File: src/rtl/pipe_hazard_ctrl.sv
// Pipeline hazard controller: produces enable/flush strobes for the PC and the
// four stage latches, plus a saturating stall-cycle counter for perf debug.
module pipe_hazard_ctrl #(
  parameter int CNT_W = 16
) (
  input  logic             CLK,
  input  logic             RST,
  input  logic             ihit,
  input  logic             dhit,
  input  logic             mem_dren,
  input  logic             mem_dwen,
  input  logic             mem_redirect,
  input  logic             mem_halt,
  input  logic             ex_dren,
  input  logic [4:0]       ex_wsel,
  input  logic [4:0]       id_rsel1,
  input  logic [4:0]       id_rsel2,
  input  logic             id_uses_rt,
  output logic             pc_en,
  output logic             ifid_en,
  output logic             ifid_flush,
  output logic             idex_en,
  output logic             idex_flush,
  output logic             exmem_en,
  output logic             exmem_flush,
  output logic             memwb_en,
  output logic             halted,
  output logic [CNT_W-1:0] stall_cnt
);

  typedef enum logic [1:0] {
    S_RUN   = 2'd0,
    S_DWAIT = 2'd1,
    S_HALT  = 2'd2
  } state_t;

  state_t state, next_state;
  logic   load_use;
  logic   dmiss;
  logic   advance;

  function automatic logic [CNT_W-1:0] sat_inc(input logic [CNT_W-1:0] v);
    return (&v) ? v : v + {{(CNT_W-1){1'b0}}, 1'b1};
  endfunction

  // Register zero is never really written, so it can never be a hazard source.
  assign load_use = ex_dren && (ex_wsel != 5'd0) &&
                    ((ex_wsel == id_rsel1) || (id_uses_rt && (ex_wsel == id_rsel2)));
  assign dmiss    = (mem_dren || mem_dwen) && !dhit;

  always_comb begin
    next_state  = state;
    advance     = 1'b0;
    pc_en       = 1'b0;
    ifid_en     = 1'b0;
    ifid_flush  = 1'b0;
    idex_en     = 1'b0;
    idex_flush  = 1'b0;
    exmem_en    = 1'b0;
    exmem_flush = 1'b0;
    memwb_en    = 1'b0;
    halted      = 1'b0;

    case (state)
      S_RUN: begin
        if (mem_halt) begin
          // Let the halt retire into MEM/WB, freeze everything older.
          memwb_en   = 1'b1;
          next_state = S_HALT;
        end else if (dmiss) begin
          next_state = S_DWAIT;
        end else begin
          advance = 1'b1;
        end
      end
      S_DWAIT: begin
        if (dhit) begin
          advance    = 1'b1;
          next_state = S_RUN;
        end
      end
      S_HALT: begin
        halted = 1'b1;
      end
      default: next_state = S_RUN;
    endcase

    // Redirect > load-use > ifetch miss > full advance, shared by RUN and DWAIT.
    if (advance) begin
      if (mem_redirect) begin
        pc_en       = 1'b1;
        ifid_en     = 1'b1;
        ifid_flush  = 1'b1;
        idex_en     = 1'b1;
        idex_flush  = 1'b1;
        exmem_en    = 1'b1;
        exmem_flush = 1'b1;
        memwb_en    = 1'b1;
      end else if (load_use) begin
        idex_en    = 1'b1;
        idex_flush = 1'b1;
        exmem_en   = 1'b1;
        memwb_en   = 1'b1;
      end else if (!ihit) begin
        ifid_en    = 1'b1;
        ifid_flush = 1'b1;
        idex_en    = 1'b1;
        exmem_en   = 1'b1;
        memwb_en   = 1'b1;
      end else begin
        pc_en    = 1'b1;
        ifid_en  = 1'b1;
        idex_en  = 1'b1;
        exmem_en = 1'b1;
        memwb_en = 1'b1;
      end
    end

    if (RST) begin
      next_state  = S_RUN;
      pc_en       = 1'b0;
      ifid_en     = 1'b0;
      ifid_flush  = 1'b0;
      idex_en     = 1'b0;
      idex_flush  = 1'b0;
      exmem_en    = 1'b0;
      exmem_flush = 1'b0;
      memwb_en    = 1'b0;
      halted      = 1'b0;
    end
  end

  // State register and stall counter (HALT cycles are not stalls).
  always_ff @(posedge CLK) begin
    if (RST) begin
      state     <= S_RUN;
      stall_cnt <= '0;
    end else begin
      state <= next_state;
      if (!pc_en && (state != S_HALT))
        stall_cnt <= sat_inc(stall_cnt);
    end
  end

endmodule

File: config.mk
export PLATFORM = sky130hd
export DESIGN_NAME = pipe_hazard_ctrl
export DESIGN_NICKNAME = d
export VERILOG_FILES = /design/src/rtl/pipe_hazard_ctrl.sv
export SDC_FILE = /design/constraint.sdc
export NUM_CORES = 1
export LEC_CHECK = 0
export ABC_AREA = 1
export BUFFER_PORTS_ARGS = -buffer_cell sky130_fd_sc_hd__clkbuf_2
export CORE_UTILIZATION = 24
export CTS_CLUSTER_SIZE = 40
export DETAILED_ROUTE_END_ITERATION = 8
export PLACE_DENSITY_LB_ADDON = 0.08
export SETUP_SLACK_MARGIN = 0.2
export SLEW_MARGIN = 5
export SYNTH_ARGS = -nofsm -noshare
export SYNTH_HDL_FRONTEND = slang
export SYNTH_SLANG_ARGS = --single-unit
File: constraint.sdc
create_clock -name CLK -period 1.7 [get_ports CLK]
set_input_delay 0.34 -clock CLK [delete_from_list [all_inputs] [get_ports CLK]]
set_output_delay 0.34 -clock CLK [all_outputs]
set_load 0.005 [all_outputs]
# Word-level counts from Yosys, hierarchy flattened
# Cells that the tools add are included.
[word_totals] register_bits=18 inputBits=25 elab_cells=63
[op_classes] addsub=1 eq_ne=7 muxes=37 bitwise=2 n_reduce_logical=14
[ops] operator="two-way mux 1 bit" n=32
[ops] operator="adder 16 x 1 -> 16 bit (second input constant)" n=1
[ops] operator="AND reduction 16 bit" n=1
[ops] operator="equality test 5 bit" n=2
[ops] operator="two-way mux 2 bit" n=3
[ops] operator="one-hot mux 2 bit (3 select lines)" n=1
[ops] operator="logical AND 1 bit" n=5
[ops] operator="nonzero test 5 bit" n=1
[ops] operator="!= test 2 bit (second input constant)" n=2
[ops] operator="!= test 3 bit (second input constant)" n=1
[ops] operator="AND reduction 3 bit" n=1
[ops] operator="equality test 2 x 1 -> 1 bit (second input constant)" n=1
[ops] operator="equality test 2 bit (second input constant)" n=1
[ops] operator="zero test 1 bit" n=2
[ops] operator="zero test 2 bit" n=1
[ops] operator="logical OR 1 bit" n=2
[ops] operator="inverter 1 bit" n=2
[ops] operator="one-hot mux 1 bit (2 select lines)" n=1
[ops] operator="AND reduction 2 bit" n=1

# Depth between registers and ports, before layout
# Gate-level depths: netlist of run 1.
[logic_depth] word_depth=11 depth_mapped=12 depth_no_buf=12

# Least setup slack after synthesis of run 1
# OpenSTA, ideal clock, no wires.
[synth_path] path_type="reg-to-output" start="reg state[1]" end="out idex_flush" arrival_ps=1340 slack_ps=20 path_stages_with_launch=7 n_path_buf=1 path_cell_list="dfxtp_1 nor3_2 o21ai_1 a21oi_2 nand2_1 clkbuf_1 o21ai_0"
[synth_between] elab_chain_len=4 word_cells_on_any_way=5 classes_between="eq/ne: 1; mux: 3; reduce/logical: 1"
[synth_rtl] element="start: declaration" line_no="37" text="state_t state, next_state;"
[synth_rtl] element="start signal: assignment" line_no="139" text="state <= next_state;"
[synth_rtl] element="equality test 2 x 1 -> 1 bit / zero test 2 bit (equally long branches)" line_no="64" text="case (state)"
[synth_rtl] element="one-hot mux 1 bit (2 select lines) *" line_no="64"
[synth_rtl] element="two-way mux 1 bit *" line_no="89" text="if (advance) begin"
[synth_rtl] element="two-way mux 1 bit *" line_no="119" text="if (RST) begin"
[synth_rtl] element="end: declaration" line_no="23" text="output logic idex_flush,"
# Every way passes the cells marked *; elsewhere a longest branch is shown, timed or not.

# Worst setup path in the final report of run 1
[layout_path] start="reg state[0]" end="out ifid_flush"
[layout_between] elab_chain_len=4 word_cells_on_any_way=5 classes_between="eq/ne: 1; mux: 3; reduce/logical: 1"
[layout_rtl] element="equality test 2 x 1 -> 1 bit / zero test 2 bit (equally long branches)" line_no="64"
[layout_rtl] element="one-hot mux 1 bit (2 select lines) *" line_no="64"
[layout_rtl] element="two-way mux 1 bit *" line_no="89"
[layout_rtl] element="two-way mux 1 bit *" line_no="119"
[layout_rtl] element="end: declaration" line_no="21" text="output logic ifid_flush,"
# Marked as above.

==> results of run 1 <==
==> Yosys cell counts (all sizes together), types with 3 or more instances <==
cell	n	area, sq um
nand2	62	238
inv	30	113
nor2	22	103
dfxtp	18	360
a21oi	17	88.8
nand4	16	100
nand3	13	82.6
xnor2	8	70.1
xor2	7	61.3
buf	5	32.5
o21ai	5	25.0
nor3	4	25.0
clkbuf	3	11.3
==> power by group through the flow <==
stage | registers (uW) | clock network (uW) | logic, uW
CTS | 463 | 330 | 297
floorplan | 473 | 0 | 173
detailed placement | 472 | 0 | 283
global route | 466 | 354 | 331
finish | 462 | 305 | 296
global placement | 472 | 0 | 283
==> worst paths after layout <==
path              cells after the start  slack, ps             to    startpoint
hold / removal                        3        410       state[1]      mem_halt
setup / recovery                      7       -170     ifid_flush      state[0]
hold reg to reg                       2        510   stall_cnt[6]  stall_cnt[6]
setup reg to reg                      9         90  stall_cnt[11]      state[0]
==> per-layer routing <==
metal	wire [microns]	GRT usage, %	up-vias
met5	0	0	-
met4	35	2.31	0
met3	156	2.98	4
met2	1660	22.2	32
met1	1930	18.8	661
li1	-	-	811
==> layout by cell type, fill, tap and decap left out, types with 6 or more instances in the layout <==
| master | synthesis | layout |
|---|---|---|
| a21oi_1 | 16 | 10 |
| a21oi_2 | 1 | 6 |
| buf_4 | 1 | 16 |
| clkbuf_2 | 0 | 48 |
| dfxtp_1 | 18 | 13 |
| inv_1 | 25 | 23 |
| inv_2 | 5 | 7 |
| nand2_1 | 60 | 54 |
| nand2_2 | 2 | 6 |
| nand3_1 | 11 | 9 |
| nand4_1 | 16 | 16 |
| nor2_1 | 18 | 18 |
| xnor2_1 | 8 | 8 |
| xor2_1 | 7 | 7 |
==> cell families (layout without fill, tap and decap cells) <==
group                      Yosys count  in the layout
adders and majority gates            1              1
and+or+nand+nor                    118            118
xor gates and xnor gates            15             15
AOI/OAI and AO/OA                   23             23
DFF                                 18             18
buffers and inverters               38            102
==> cell type report <==
type	instances	area [sq um]	share of cell area, %
Tap cell	70	87.6	4.49
Multi-Input combinational cell	157	932	47.8
Sequential cell	18	374	19.2
Timing Repair Buffer	68	399	20.5
Clock inverter	1	3.75	0.192
Inverter	30	113	5.77
Clock buffer	3	41.3	2.12
==> stage by stage <==
step / cell area (sq um) / total power [uW] / instances
6_report: 1950 / 1060 / 347
5_1_grt: 1950 / 1150 / 347
4_1_cts: 1920 / 1090 / 347
3_5_place_dp: 1820 / 755 / 340
3_3_place_gp: 1820 / 756 / 340
2_1_floorplan: 1440 / 646 / 213
==> flip-flops by register name, summed over array words and instances (netlist names) <==
register and count:
stall_cnt 16, state 2
==> worst max-delay path: stages (launching register included) <==
cell and delay [ps]:
dfxtp_4 360, nor3_4 180, o21ai_2 100, a21oi_4 180
buf_4 160, nand2_4 90, o21ai_2 80, clkbuf_2 130
==> repair_timing <==
action                     CTS  global route
gates cloned                 0             0
setup buffers                3             0
hold endpoints to repair     0             0
setup endpoints to repair   25            25
pin swaps                    6             2
gates resized for setup     10             9
==> results.toml, run 1 <==
[run_status]
status = "complete, but fails checks"
violations = "negative setup slack"

[timing]
rsz0062_at_grt = "yes"
hold_viol = 0
post-route-min-period_ps = 1870
slew_headroom_pct = 82.7
tightest_slew_ps = 258
hold_ws_ps = 412
finClkSkew_ps = 6.12
setup_viol = 7
fmax_mhz = 534
report.final.slew_viol_count = 0
tns_ps = -933
fin_crit_sh_pct = 110
worst_slack_ps = -171

[synthesis]
synth_top_family_by_area = "simple AND/OR/NAND/NOR gates"
synthFlopType = "dfxtp_1"
synthXorXnorAreaFrac_pct = 9.79
synthDistinctLibCells = 28
yosys_warnings = 0
synth-compound-area-share_pct = 9.33
synth-edff-count = 0
synth_fp_nets = 239
avgSynthCellArea_sq_um = 6.30
synthArstFlopShare_pct = 0
synth-adder-area-share_pct = 0.933
synthMuxAreaShare_pct = 0
syn-instance-count = 213
netlist_area_sq_mm = 0.00134
ys_ff_latch = 18
ys_seq_area_share_pct = 26.9
synth_simple_gate_area_share_pct = 41.4

[clocking]
insertion_delay_ps = 250
root_buffer = "clkbuf_8"
cts_sinks = 18
numCtsBuffers = 3
clockBufferDepth = 2
cts_tree = "done"
path_clk_slew_ps = 70
h-tree-depth = 1
hold_buffers = 0

[routing]
firstDrtPassIters = 4
antenna_left = 0
routed_wl_mm = 3.78
vias_per_cell = 4.35
drc = 0
vias = 1508
dr.first_iter.drc_count = 64
wl_per_cell_microns = 10.9

[power_and_ir_drop]
switching_share_pct = 31.4
p_per_area_mw_per_mm2 = 545
vdd_drop_max_v = 0.000244
switching_power_uw = 335
p_leak_uw = 0.000947
cellInternalPower_uw = 729
power_frac_clock_pct = 28.7
combPwrFrac_pct = 27.9
pwr-share-seq_pct = 43.5

[placed_design]
gp_congestion = 0.831
port_buffers = 49
preCtsSetupSlack_ps = -66.0
hpwl_mm = 2.99

[grt]
antenna_found_initial = 0
grt_usage_pct = 13.8
grt_max_degree = 20
globalRoute.totalOverflow = 0
grt_pass1_vias = 1450
grt_pass1_wl_mm = 6.64

[floorplan]
die_w_microns = 76.8
start_util_pct = 25.6
row_count = 26
die_h_microns = 76.8
die_area_sq_mm = 0.00589
core_sq_mm = 0.00524
ios = 50

[worst_setup_path]
path_max_fanout = 7
worst_setup_path_start_kind = "flop"
endpoint_kind = "primary output"
critPathKind = "flop to primary output"
crit_arrival_ps = 1530
crit_required_ps = 1360

[layout]
nFillCells = 575
syn2layout_area_growth_pct = 45.4
fin_util_pct = 37.2
num_antenna_cells = 0
drive_gt1_share_pct = 40.1
nets = 304

[run]
maxCapViolCount = 0

[worst_hold_path]
hp-class = "input port to flop"
(Power assumes the default switching activity.)
==> run 2: changes to the inputs <==
--- a/config.mk
+++ b/config.mk
@@ -5,7 +5,6 @@
 export SDC_FILE = /design/constraint.sdc
 export NUM_CORES = 1
 export LEC_CHECK = 0
-export ABC_AREA = 1
 export BUFFER_PORTS_ARGS = -buffer_cell sky130_fd_sc_hd__clkbuf_2
 export CORE_UTILIZATION = 24
 export CTS_CLUSTER_SIZE = 40
==> run 2 against run 1 <==
The flow still finishes with violations (negative setup slack); largest cell class unchanged; die area down 16%; area after synthesis down 17%; sequential power decreased by 4.3%; clock-buffer cell count rose by 1; global-route usage increased by 0.16 points; clock skew is 4.2 ps lower.
==> results.toml, run 2 <==
[layout]
drive_gt1_share_pct = 55.0
nFillCells = 464
syn2layout_area_growth_pct = 73.4
mostFrequentLayoutCells = "45 x clkbuf_2, 37 x buf_4, 15 x dfxtp_1"
seqCellArea_sq_um = 367
multiInputGateArea_sq_um = 813
final_common_cell = "clkbuf_2"
fin_util_pct = 43.8
nets = 258
final_cells = 283
regMostFlops = "stall_cnt"
num_antenna_cells = 0
top_regs = "stall_cnt: 16 flops, state: 2 flops"
largest_reg_flops = 16

[routing]
wl_met2_mm = 1.67
met1_length_mm = 1.41
vias_per_cell = 4.67
drc = 0
antenna_left = 0
route.met3.wl_microns = 135
wl_per_cell_microns = 11.6
dr.first_iter.drc_count = 60
vias = 1322
routed.top_layer = "met4"
routed_wl_mm = 3.29
firstDrtPassIters = 4

[synthesis]
synthFlopType = "dfxtp_1"
synth_area_leader_cell = "dfxtp_1"
yosys_warnings = 0
synth.cells.most_frequent = "18 x dfxtp_1, 13 x a21oi_1, 11 x nor2_1"
ys_seq_area_share_pct = 32.3
ys_ff_latch = 18
synth_top_cell_area_share_pct = 32.3
synth_fp_nets = 165
synthDistinctLibCells = 40
synthArstFlopShare_pct = 0
syn-instance-count = 139
netlist_area_sq_mm = 0.00111
synth-edff-count = 0
synthMostInstantiatedCell = "dfxtp_1"
ys_top_cells_by_area = "dfxtp_1 32%, xor2_1 7.9%, a21oi_1 5.8%"
avgSynthCellArea_sq_um = 8.02

[placed_design]
hpwl_mm = 2.52
preCtsSetupSlack_ps = -564
gp_congestion = 0.749
port_buffers = 49
placed_cells = 273

[worst_hold_path]
min_path_cells = 2
hp-class = "input port to flop"
hold_end = "state[0]"
min-delay-start = "dhit"

[grt]
grt_pass1_wl_mm = 5.56
grt_usage_pct = 13.9
grt_max_degree = 24
globalRoute.totalOverflow = 0
antenna_found_initial = 0
grt_pass1_vias = 1312

[timing]
report.final.slew_viol_count = 0
finClkSkew_ps = 1.90
worst_slack_ps = -342
fmax_mhz = 490
rsz0062_at_grt = "yes"
slew_headroom_pct = 76.8
post-route-min-period_ps = 2040
setup_viol = 20
tightest_slew_ps = 344
hold_viol = 0
fin_crit_sh_pct = 120

[clocking]
numCtsBuffers = 3
insertion_delay_ps = 260
h-tree-depth = 1
cts_sinks = 18
root_buffer = "clkbuf_8"
path_clk_slew_ps = 70
cts_tree = "done"
clockBufferDepth = 2

[power_and_ir_drop]
cellInternalPower_uw = 781
power_frac_clock_pct = 33.4
combPwrFrac_pct = 25.4
p_leak_uw = 0.000884
p_per_area_mw_per_mm2 = 555
power.total_uw = 1070
vdd_drop_max_v = 0.000238
switching_power_uw = 292
switching_share_pct = 27.2
pwr-share-seq_pct = 41.2

[floorplan]
die_w_microns = 70.2
ios = 50
start_util_pct = 25.3
core_sq_mm = 0.00441
row_count = 24
die_h_microns = 70.2
die_area_sq_mm = 0.00492

[worst_setup_path]
worstSetupStartpoint = "stall_cnt[10]"
worst_setup_path_start_kind = "flop"
path_max_fanout = 8
crit_path_cell_trace = "and4_4 -> and3_4 -> a41o_1 -> nor4_4 -> nor2_4 -> buf_6 -> or4_1 -> a21oi_1"
r2r-start = "stall_cnt[10]"
slowest_delay_ps = 390
endpoint_kind = "flop"
ff2ff_setup_slack_ps = -340
crit_path_top_delay_cell = "or4_1"
critPathKind = "flop to flop"
crit_arrival_ps = 2230
timing.rr.end = "stall_cnt[8]"
reg2reg_depth = 8
crit_required_ps = 1890

[run_status]
violations = "negative setup slack"
status = "complete, but fails checks"

[run]
maxCapViolCount = 0
==> run 2: area by class of cell <==
cell class / count / area share (%)
inverter: 5 / 0.971
timing repair buffer: 93 / 31.8
clock buffer: 4 / 2.85
sequential: 18 / 19.0
multi-input combinational: 111 / 42.1
tap: 52 / 3.37
==> run 2: stage by stage <==
step	hold slack, ps	area, sq um	TNS (ps)
floorplan	423	1140	-2660
global placement	529	1700	-8270
detailed placement	538	1700	-9220
CTS	262	1900	-5930
global route	287	1930	-7240
finish	276	1930	-5400
==> run 2: how the worst max path moves through the flow <==
stage | to | cells past startpoint | slack [ps]
2_1_floorplan | stall_cnt[10] | 7 | -210
3_3_place_gp | stall_cnt[10] | 9 | -570
3_5_place_dp | stall_cnt[10] | 9 | -560
4_1_cts | stall_cnt[8] | 8 | -360
5_1_grt | stall_cnt[3] | 8 | -430
6_report | stall_cnt[8] | 8 | -340
==> run 2: kinds of logic after synthesis <==
family / Yosys count / synth area share (%)
AO/OA/AOI/OAI: 33 / 17.8
XOR/XNOR: 11 / 8.64
adder cells (fa/ha/maj): 1 / 1.12
buffers and inverters: 10 / 4.49
flip-flops: 18 / 32.3
multiplexers: 4 / 3.93
AND/OR/NAND/NOR: 62 / 31.6
==> run 2: power by group through the flow <==
stage / clock [uW] / combinational, uW / sequential [uW]
after global routing: 381 / 299 / 444
after global placement: 0 / 230 / 451
after CTS: 370 / 263 / 443
final: 359 / 273 / 442
after detailed placement: 0 / 236 / 452
after floorplan: 0 / 103 / 459
==> run 2: layer usage <==
metal	vias up	global-route usage, %
met5	-	0
met4	0	6.00
met3	7	1.88
met2	45	26.3
met1	580	15.3
li1	690	-
==> run 2: timing repair <==
item,in CTS,in global routing
setup endpoints to repair,24,25
hold endpoints to repair,0,0
resized for setup,29,7
pin swaps,11,4
gates cloned,0,0
buffers inserted,5,1
hold buffers,0,0
==> run 2: worst max-delay path, delay by kind of cell (launching register included) <==
| family | cells | cell delay [ps] |
|---|---|---|
| compound gates | 2 | 440 |
| buf+inv | 1 | 140 |
| flops | 1 | 320 |
| simple gates | 5 | 1070 |
==> run 3: changes to the inputs <==
--- a/config.mk
+++ b/config.mk
@@ -9,7 +9,7 @@
 export CORE_UTILIZATION = 24
 export CTS_CLUSTER_SIZE = 40
 export DETAILED_ROUTE_END_ITERATION = 8
-export PLACE_DENSITY_LB_ADDON = 0.08
+export PLACE_DENSITY = 0.58
 export SETUP_SLACK_MARGIN = 0.2
 export SLEW_MARGIN = 5
 export SYNTH_ARGS = -nofsm -noshare
==> run 3 against run 2 <==
The run still ends with negative setup slack left; cell count increased by 1.1%; setup slack got worse by 23 ps; hold slack improved by 2.9 ps; clock power decreased by 20%; register-to-register slack about the same; global-route usage decreased by 0.68 points; highest routed layer unchanged.
==> results.toml, run 3 (synthesis results as in run 2) <==
[run_status]
status = "complete, but fails checks"
violations = "negative setup slack"

[layout]
largest_reg_flops = 16
multiInputGateArea_sq_um = 846
nets = 262
syn2layout_area_growth_pct = 79.2
nFillCells = 438
drive_gt1_share_pct = 58.1
seqCellArea_sq_um = 367
final_cells = 286
num_antenna_cells = 0
regMostFlops = "stall_cnt"
mostFrequentLayoutCells = "41 x buf_4, 41 x clkbuf_2, 15 x dfxtp_1, 11 x nor2_1"
top_regs = "stall_cnt: 16 flops, state: 2 flops"

[floorplan]
start_util_pct = 25.3
ios = 50
die_area_sq_mm = 0.00492
die_w_microns = 70.2
die_h_microns = 70.2
core_sq_mm = 0.00441
row_count = 24

[worst_hold_path]
hp-class = "input port to flop"
min-delay-start = "dhit"
hold_end = "state[0]"
min_path_cells = 2

[power_and_ir_drop]
switching_share_pct = 26.9
switching_power_uw = 277
vdd_drop_max_v = 0.000215
p_per_area_mw_per_mm2 = 516
cellInternalPower_uw = 753
power_frac_clock_pct = 27.9
combPwrFrac_pct = 29.1
pwr-share-seq_pct = 43.0
p_leak_uw = 0.000911
power.total_uw = 1030

[routing]
drc = 0
wl_per_cell_microns = 11.5
vias = 1371
dr.first_iter.drc_count = 46
vias_per_cell = 4.79
antenna_left = 0
routed_wl_mm = 3.29
firstDrtPassIters = 4

[timing]
fin_crit_sh_pct = 121
slew_headroom_pct = 77.6
setup_viol = 20
finClkSkew_ps = 0.514
hold_ws_ps = 279
hold_viol = 0
tightest_slew_ps = 327
rsz0062_at_grt = "yes"
worst_slack_ps = -365
post-route-min-period_ps = 2070
report.final.slew_viol_count = 0
tns_ps = -5390
fmax_mhz = 484

[worst_setup_path]
crit_arrival_ps = 1730
worst_setup_path_start_kind = "input port"
timing.rr.end = "stall_cnt[8]"
ff2ff_setup_slack_ps = -330
critPathKind = "input port to primary output"
endpoint_kind = "primary output"
path_max_fanout = 3
reg2reg_depth = 8
crit_required_ps = 1360
r2r-start = "stall_cnt[10]"

[clocking]
path_clk_slew_ps = 60
h-tree-depth = 1
cts_sinks = 18
insertion_delay_ps = 250
numCtsBuffers = 3
cts_tree = "done"
clockBufferDepth = 2
root_buffer = "clkbuf_8"
hold_buffers = 0

[grt]
antenna_found_initial = 0
globalRoute.totalOverflow = 0
grt_usage_pct = 13.2
grt_max_degree = 24
grt_pass1_vias = 1243
grt_pass1_wl_mm = 5.20

[placed_design]
port_buffers = 49
preCtsSetupSlack_ps = -590
hpwl_mm = 2.41
gp_congestion = 0.779
placed_cells = 274

[run]
maxCapViolCount = 0
-- run 3: routing by layer --
layer,track usage [%],share of wire [%],vias to the layer above
met2,24.0,51,44
li1,-,-,701
met1,14.7,43,620
met5,0,0,-
met4,7.33,2.3,0
met3,1.88,3.9,6
-- run 3: final cells by class --
type	instances	area share (%)
Inverter	5	0.939
Sequential cell	18	18.3
Tap cell	52	3.26
Clock buffer	3	2.07
Multi-Input combinational cell	111	42.3
Timing Repair Buffer	97	33.1
-- run 3: critical path, stage by stage --
cell     delay [ps]
buf_6           100
buf_6           110
or4_4           540
o21ai_4         190
or2_4           180
nand2_4          50
o21ai_2         110
buf_2           110
-- run 3: what timing repair did --
item                                    in CTS  in global routing
pin swaps                                   14                 28
endpoints found under the setup margin      24                 24
gates resized for setup                     18                 36
buffers inserted                             3                  5
gates cloned                                 0                  1
-- run 3: power groups by stage --
stage	clock network (uW)	logic (uW)	registers (uW)
finish	288	300	443
CTS	303	258	443
global placement	0	230	452
global route	315	326	445
floorplan	0	103	459
detailed placement	0	234	453
-- run 3: how the worst max path moves through the flow --
stage	startpoint	slack, ps	end
after floorplan	ex_wsel[4]	-210	stall_cnt[10]
after global placement	ex_wsel[4]	-570	stall_cnt[8]
after detailed placement	ex_wsel[4]	-590	stall_cnt[8]
after CTS	ex_wsel[1]	-370	stall_cnt[8]
after global routing	ex_wsel[4]	-430	ifid_flush
final	ex_wsel[4]	-370	ifid_flush
-- run 3: per-stage QoR --
step	util (%)	instance area, sq um
detailed placement	38.6	1710
finish	45.3	2000
CTS	41.6	1840
global placement	38.6	1710
global route	45.3	2000
floorplan	-	1140
